<file path="config.mk">
export PLATFORM = sky130hd
export DESIGN_NAME = fwd_hazard_unit
export DESIGN_NICKNAME = d
export VERILOG_FILES = /design/src/rtl/mips_pkg.sv /design/src/rtl/fwd_select.sv /design/src/rtl/fwd_hazard_unit.sv
export SDC_FILE = /design/constraint.sdc
export NUM_CORES = 1
export LEC_CHECK = 0
export BUFFER_PORTS_ARGS = -buffer_cell sky130_fd_sc_hd__clkbuf_2
export CAP_MARGIN = 20
export CORE_UTILIZATION = 43
export DETAILED_ROUTE_END_ITERATION = 10
export PLACE_DENSITY = 0.74
export SLEW_MARGIN = 10
export SYNTH_ARGS = -nofsm -noshare
export SYNTH_HDL_FRONTEND = slang
export SYNTH_SLANG_ARGS = --single-unit
</file>
<file path="constraint.sdc">
create_clock -name clk -period 1.43 [get_ports clk]
set_input_delay 0.0715 -clock clk [delete_from_list [all_inputs] [get_ports clk]]
set_output_delay 0.0715 -clock clk [all_outputs]
set_load 0.02 [all_outputs]
</file>
<file path="src/rtl/mips_pkg.sv">
// Shared definitions for the EXE-stage forwarding / load-use hazard logic:
// register address width, operand-select codes and the shadow-slot layouts.
package mips_pkg;

    // 32 architectural registers; register 0 reads as zero and is never a real producer.
    localparam int REG_ADDR_W = 5;

    localparam logic [1:0] SEL_REG  = 2'd0;
    localparam logic [1:0] SEL_MEM  = 2'd1;
    localparam logic [1:0] SEL_WB   = 2'd2;
    localparam logic [1:0] SEL_RSVD = 2'd3;

    typedef struct packed {
        logic [REG_ADDR_W-1:0] src1;
        logic [REG_ADDR_W-1:0] src2;
        logic                  two_src;
        logic [REG_ADDR_W-1:0] dest;
        logic                  wb_en;
        logic                  mem_read;
    } exe_slot_t;

    typedef struct packed {
        logic [REG_ADDR_W-1:0] dest;
        logic                  wb_en;
        logic                  mem_read;
    } mem_slot_t;

    typedef struct packed {
        logic [REG_ADDR_W-1:0] dest;
        logic                  wb_en;
    } wb_slot_t;

    localparam exe_slot_t EXE_BUBBLE = '0;

    // True when an instruction reading src1 (and src2 if two_src) depends on a nonzero dest.
    function automatic logic reads_reg(input logic [REG_ADDR_W-1:0] dest,
                                       input logic [REG_ADDR_W-1:0] src1,
                                       input logic [REG_ADDR_W-1:0] src2,
                                       input logic                  two_src);
        return (dest != '0) && ((dest == src1) || (two_src && (dest == src2)));
    endfunction

endpackage

</file>
<file path="src/rtl/fwd_select.sv">
// Priority forwarding comparator for one EXE operand: the youngest producer
// (MEM) wins over WB, and register 0 is never forwarded.
module fwd_select
    import mips_pkg::*;
(
    input  logic [REG_ADDR_W-1:0] src_i,
    input  logic                  src_used_i,
    input  logic [REG_ADDR_W-1:0] mem_dest_i,
    input  logic                  mem_wb_en_i,
    input  logic [REG_ADDR_W-1:0] wb_dest_i,
    input  logic                  wb_wb_en_i,
    output logic [1:0]            sel_o
);

    always_comb begin
        sel_o = SEL_REG;
        if (src_used_i && (src_i != '0)) begin
            if (mem_wb_en_i && (mem_dest_i == src_i)) begin
                sel_o = SEL_MEM;
            end else if (wb_wb_en_i && (wb_dest_i == src_i)) begin
                sel_o = SEL_WB;
            end
        end
    end

endmodule

</file>
<file path="src/rtl/fwd_hazard_unit.sv">
// EXE operand-select and load-use stall generator with EXE/MEM/WB shadow slots.
// Build with FWD_HAZARD_FORWARDING_EN for bypassing; without it, dependents stall until WB.
module fwd_hazard_unit
    import mips_pkg::*;
(
    input  logic                  clk,
    input  logic                  rst,
    input  logic                  freeze,
    input  logic                  flush,
    input  logic                  id_valid,
    input  logic [REG_ADDR_W-1:0] id_src1,
    input  logic [REG_ADDR_W-1:0] id_src2,
    input  logic                  id_two_src,
    input  logic [REG_ADDR_W-1:0] id_dest,
    input  logic                  id_wb_en,
    input  logic                  id_mem_read,
    output logic [1:0]            src1_decider,
    output logic [1:0]            src2_decider,
    output logic                  hazard_stall
);

    exe_slot_t exe_q, exe_d;
    mem_slot_t mem_q, mem_d;
    wb_slot_t  wb_q,  wb_d;
    logic      stall_raw;

    always_comb begin
        exe_d = exe_q;
        mem_d = mem_q;
        wb_d  = wb_q;
        if (!freeze) begin
            wb_d  = '{dest: mem_q.dest, wb_en: mem_q.wb_en};
            mem_d = '{dest: exe_q.dest, wb_en: exe_q.wb_en, mem_read: exe_q.mem_read};
            // A flushed, stalled or empty ID slot enters EXE as a bubble.
            if (flush || hazard_stall || !id_valid) begin
                exe_d = EXE_BUBBLE;
            end else begin
                exe_d = '{src1:     id_src1,
                          src2:     id_src2,
                          two_src:  id_two_src,
                          dest:     id_dest,
                          wb_en:    id_wb_en,
                          mem_read: id_mem_read};
            end
        end
    end

    always_ff @(posedge clk or negedge rst) begin
        if (!rst) begin
            exe_q <= EXE_BUBBLE;
            mem_q <= '0;
            wb_q  <= '0;
        end else begin
            exe_q <= exe_d;
            mem_q <= mem_d;
            wb_q  <= wb_d;
        end
    end

`ifdef FWD_HAZARD_FORWARDING_EN
    fwd_select u_sel_src1 (
        .src_i       (exe_q.src1),
        .src_used_i  (1'b1),
        .mem_dest_i  (mem_q.dest),
        .mem_wb_en_i (mem_q.wb_en),
        .wb_dest_i   (wb_q.dest),
        .wb_wb_en_i  (wb_q.wb_en),
        .sel_o       (src1_decider)
    );

    fwd_select u_sel_src2 (
        .src_i       (exe_q.src2),
        .src_used_i  (exe_q.two_src),
        .mem_dest_i  (mem_q.dest),
        .mem_wb_en_i (mem_q.wb_en),
        .wb_dest_i   (wb_q.dest),
        .wb_wb_en_i  (wb_q.wb_en),
        .sel_o       (src2_decider)
    );

    // Only a load in EXE cannot be bypassed in time; everything else forwards.
    assign stall_raw = id_valid && exe_q.mem_read
                    && reads_reg(exe_q.dest, id_src1, id_src2, id_two_src);

    logic unused_slot_bits;
    assign unused_slot_bits = mem_q.mem_read;
`else
    assign src1_decider = SEL_REG;
    assign src2_decider = SEL_REG;

    // No bypass network: wait until the producer has left MEM (WB writes first half-cycle).
    assign stall_raw = id_valid
                    && ((exe_q.wb_en && reads_reg(exe_q.dest, id_src1, id_src2, id_two_src))
                     || (mem_q.wb_en && reads_reg(mem_q.dest, id_src1, id_src2, id_two_src)));

    logic unused_slot_bits;
    assign unused_slot_bits = ^{exe_q.src1, exe_q.src2, exe_q.two_src, mem_q.mem_read, wb_q};
`endif

    assign hazard_stall = stall_raw && !freeze;

endmodule

</file>
==> flow_summary.json <==
{
  "finalSetupTns_ps": -2805,
  "num_rows": 15,
  "drive_above_1_share_pct": 41.03,
  "grt_pass1_vias": 687,
  "ant_nets": 0,
  "numPlacedInstances": 135,
  "cp_data_required_time_ps": 1360,
  "status": "complete, but fails checks",
  "grt_max_degree": 14,
  "die-area_um2": 1987,
  "start_kind": "flip-flop",
  "cts_buffer_depth": 2,
  "die_w_um": 44.58,
  "start_util_pct": 45.64,
  "numCtsBuffers": 3,
  "hpwl_um": 1313,
  "remaining_drc_errors": 0,
  "synthCells": 77,
  "power.density_nw_per_um2": 795.7,
  "p_clk_share_pct": 30.9,
  "fmax_mhz": 532.2,
  "worstSetupPathType": "flip-flop to primary output",
  "routed_wl_um": 1738,
  "dpl-instance-area_um2": 998.5,
  "final_util_pct": 63.59,
  "max_stage_delay_ps": 420,
  "tritoncts": "built",
  "die_h_um": 44.58,
  "rr_startpoint": "exe_q[5]$_DFFE_PN0N_",
  "grt_pass1_wl_um": 2760,
  "syn_avg_cell_area_um2": 10.12,
  "finalWorstSetupSlack_ps": -449.1,
  "crit_arrival_ps": 1810,
  "synthDistinctLibCells": 21,
  "cp_max_fo": 3,
  "finalNonFillerCells": 142,
  "viasPerCell": 4.838,
  "swShare_pct": 27.44,
  "dr_total_vias": 687,
  "worstHoldStart": "id_wb_en",
  "core_um2": 1708,
  "post-route-period-util_pct": 131.4,
  "grt_antenna_before_repair": 0,
  "syn_to_final_growth_pct": 39.33,
  "violations": "negative setup slack",
  "grt_setup_unrepaired": "yes",
  "clk_pin_slew_worst_paths_ps": 70,
  "min_to": "exe_q[1]$_DFFE_PN0N_",
  "setup_violations": 7,
  "maxCapViolCount": 0,
  "crit_chain": "xor2_1 > nor4_1 > a32oi_1 > o22ai_2 > nor2b_4 > buf_8",
  "power.internal_uw": 627.0,
  "cts.sink_count": 12,
  "finalHoldViolations": 0,
  "total_power_uw": 864.1,
  "antennaDiodeCount": 0,
  "p_seq_share_pct": 44.4,
  "cpMaxStageDelayCell": "dfrtp_1",
  "syn_area_um2": 779.5,
  "grt_usage_pct": 19.49,
  "yosys_warnings": 0,
  "stdcell_area_um2": 1086,
  "synth_seq_cells": 12,
  "cts_root_buffer": "clkbuf_4",
  "finalMaxSlewViolations": 0,
  "p_switching_uw": 237.1,
  "rrSetupSlack_ps": -440,
  "io_pins": 28,
  "reg2reg_depth": 6,
  "hold_class": "primary input to flip-flop",
  "worst_r2r_endpoint": "exe_q[4]$_DFFE_PN0N_",
  "ys_seq_area_share_pct": 38.52,
  "drtIter0Drc": 3,
  "whs_path_depth": 3,
  "layout.nets": 141,
  "grt_overflow": 0,
  "htree_levels": 1,
  "first_pass_iters": 4,
  "wl_per_cell_um": 12.24,
  "clock_latency_ps": 280,
  "cp-end-kind": "primary output",
  "port_buffers": 22,
  "comb_power_share_pct": 24.7,
  "finalCriticalPeriod_ps": 1879,
  "cp_top_family": "simple AND/OR/NAND/NOR gates",
  "place_congestion": 0.9165,
  "vdd_drop_max_v": 0.0005669,
  "skew_ps": 2.957,
  "total_leakage_power_uw": 0.0005903,
  "cp_num_buf_inv": 1
}
-- worst register-to-register path: stages (launching register included) --
cell and delay (ps):
dfrtp_1 420, buf_4 160, or4_1 410, o21ai_2 140
o22ai_2 110, buf_4 170, o41ai_1 330
-- cell families after synthesis --
group	after synthesis	synth area share, %
flip-flops	12	38.52
other	1	0.4811
buffers and inverters	11	7.223
multiplexers	6	8.667
XOR/XNOR	20	22.47
AND/OR/NAND/NOR	16	10.27
AO/OA/AOI/OAI	11	12.36
-- area by class of cell --
cell class / count / area, um^2
well taps: 25 / 31.28
repair buffers: 38 / 242.7
inverters: 6 / 22.52
fillers: 159 / 621.8
flip-flops and latches: 12 / 300.3
multi-input cells: 57 / 452.9
clock buffers: 4 / 36.28
-- Yosys cell counts --
cell	n	area share, %
dfrtp_1	12	39
nor2_1	2	0.96
xnor2_1	2	2.2
buf_1	1	0.48
or4_1	2	1.9
o22ai_2	1	1.6
nor4_1	2	1.6
o41ai_1	6	6.7
mux2_2	2	2.9
nand2_1	6	2.9
o21ai_1	1	0.64
o21ai_2	1	1.1
inv_1	6	2.9
a32oi_1	2	2.2
nor2b_1	1	0.80
buf_4	4	3.9
nand2b_1	1	0.80
nor3_1	2	1.3
mux2_1	4	5.8
xor2_1	18	20
conb_1	1	0.48
-- power groups by stage --
stage               clock [uW]  sequential [uW]  combinational (uW)
finish                     267              384                 213
global route               283              388                 235
CTS                        276              384                 210
detailed placement           0              391                 202
global placement             0              391                 200
floorplan                    0              391                 108
-- per-stage QoR --
| step | hold WS [ps] | setup WS (ps) |
|---|---|---|
| final | 14.83 | -449.1 |
| after global routing | 31.38 | -556.9 |
| after CTS | 8.270 | -494.8 |
| after detailed placement | -31.54 | -377.9 |
| after global placement | -28.85 | -323.5 |
| after floorplan | -224.1 | -159.1 |
-- worst max-delay path by stage --
stage,start,cells past startpoint,to
2_1_floorplan,exe_q[3]$_DFFE_PN0N_,4,exe_q[1]$_DFFE_PN0N_
3_3_place_gp,exe_q[5]$_DFFE_PN0N_,6,hazard_stall
3_5_place_dp,exe_q[5]$_DFFE_PN0N_,6,hazard_stall
4_1_cts,exe_q[4]$_DFFE_PN0N_,6,hazard_stall
5_1_grt,exe_q[5]$_DFFE_PN0N_,6,hazard_stall
6_report,exe_q[5]$_DFFE_PN0N_,6,hazard_stall
-- sequential cells by signal (all words and copies together) (netlist names) --
signal,flops
mem_q,6
exe_q,6
-- layer usage --
metal  track usage, %  wire length, um  up-vias
met3            2.449              107        5
met5                0                0        -
met4            10.91               40        0
li1                 -                -      346
met1            23.08              749      307
met2            33.82              840       29
-- cells in the final DEF (no fill, tap or decap), drive strengths merged, types with 2 or more instances in the layout --
| cell type | instances |
|---|---|
| clkbuf | 25 |
| xor2 | 18 |
| buf | 16 |
| dfrtp | 12 |
| inv | 6 |
| nand2 | 6 |
| o41ai | 6 |
| mux2 | 6 |
| conb | 4 |
| or4 | 2 |
| o21ai | 2 |
| nor4 | 2 |
| xnor2 | 2 |
| nor3 | 2 |
| nor2 | 2 |
| a32oi | 2 |
-- repair_timing --
action / 4_1_cts / 5_1_grt
hold endpoints to repair: 12 / 0
endpoints found under the setup margin: 7 / 7
pin swaps: 4 / 4
hold buffers: 1 / 0
setup buffers: 2 / 0
resized for setup: 3 / 3
gates cloned: 0 / 0
Note: power is estimated with default switching activity, not from simulation.
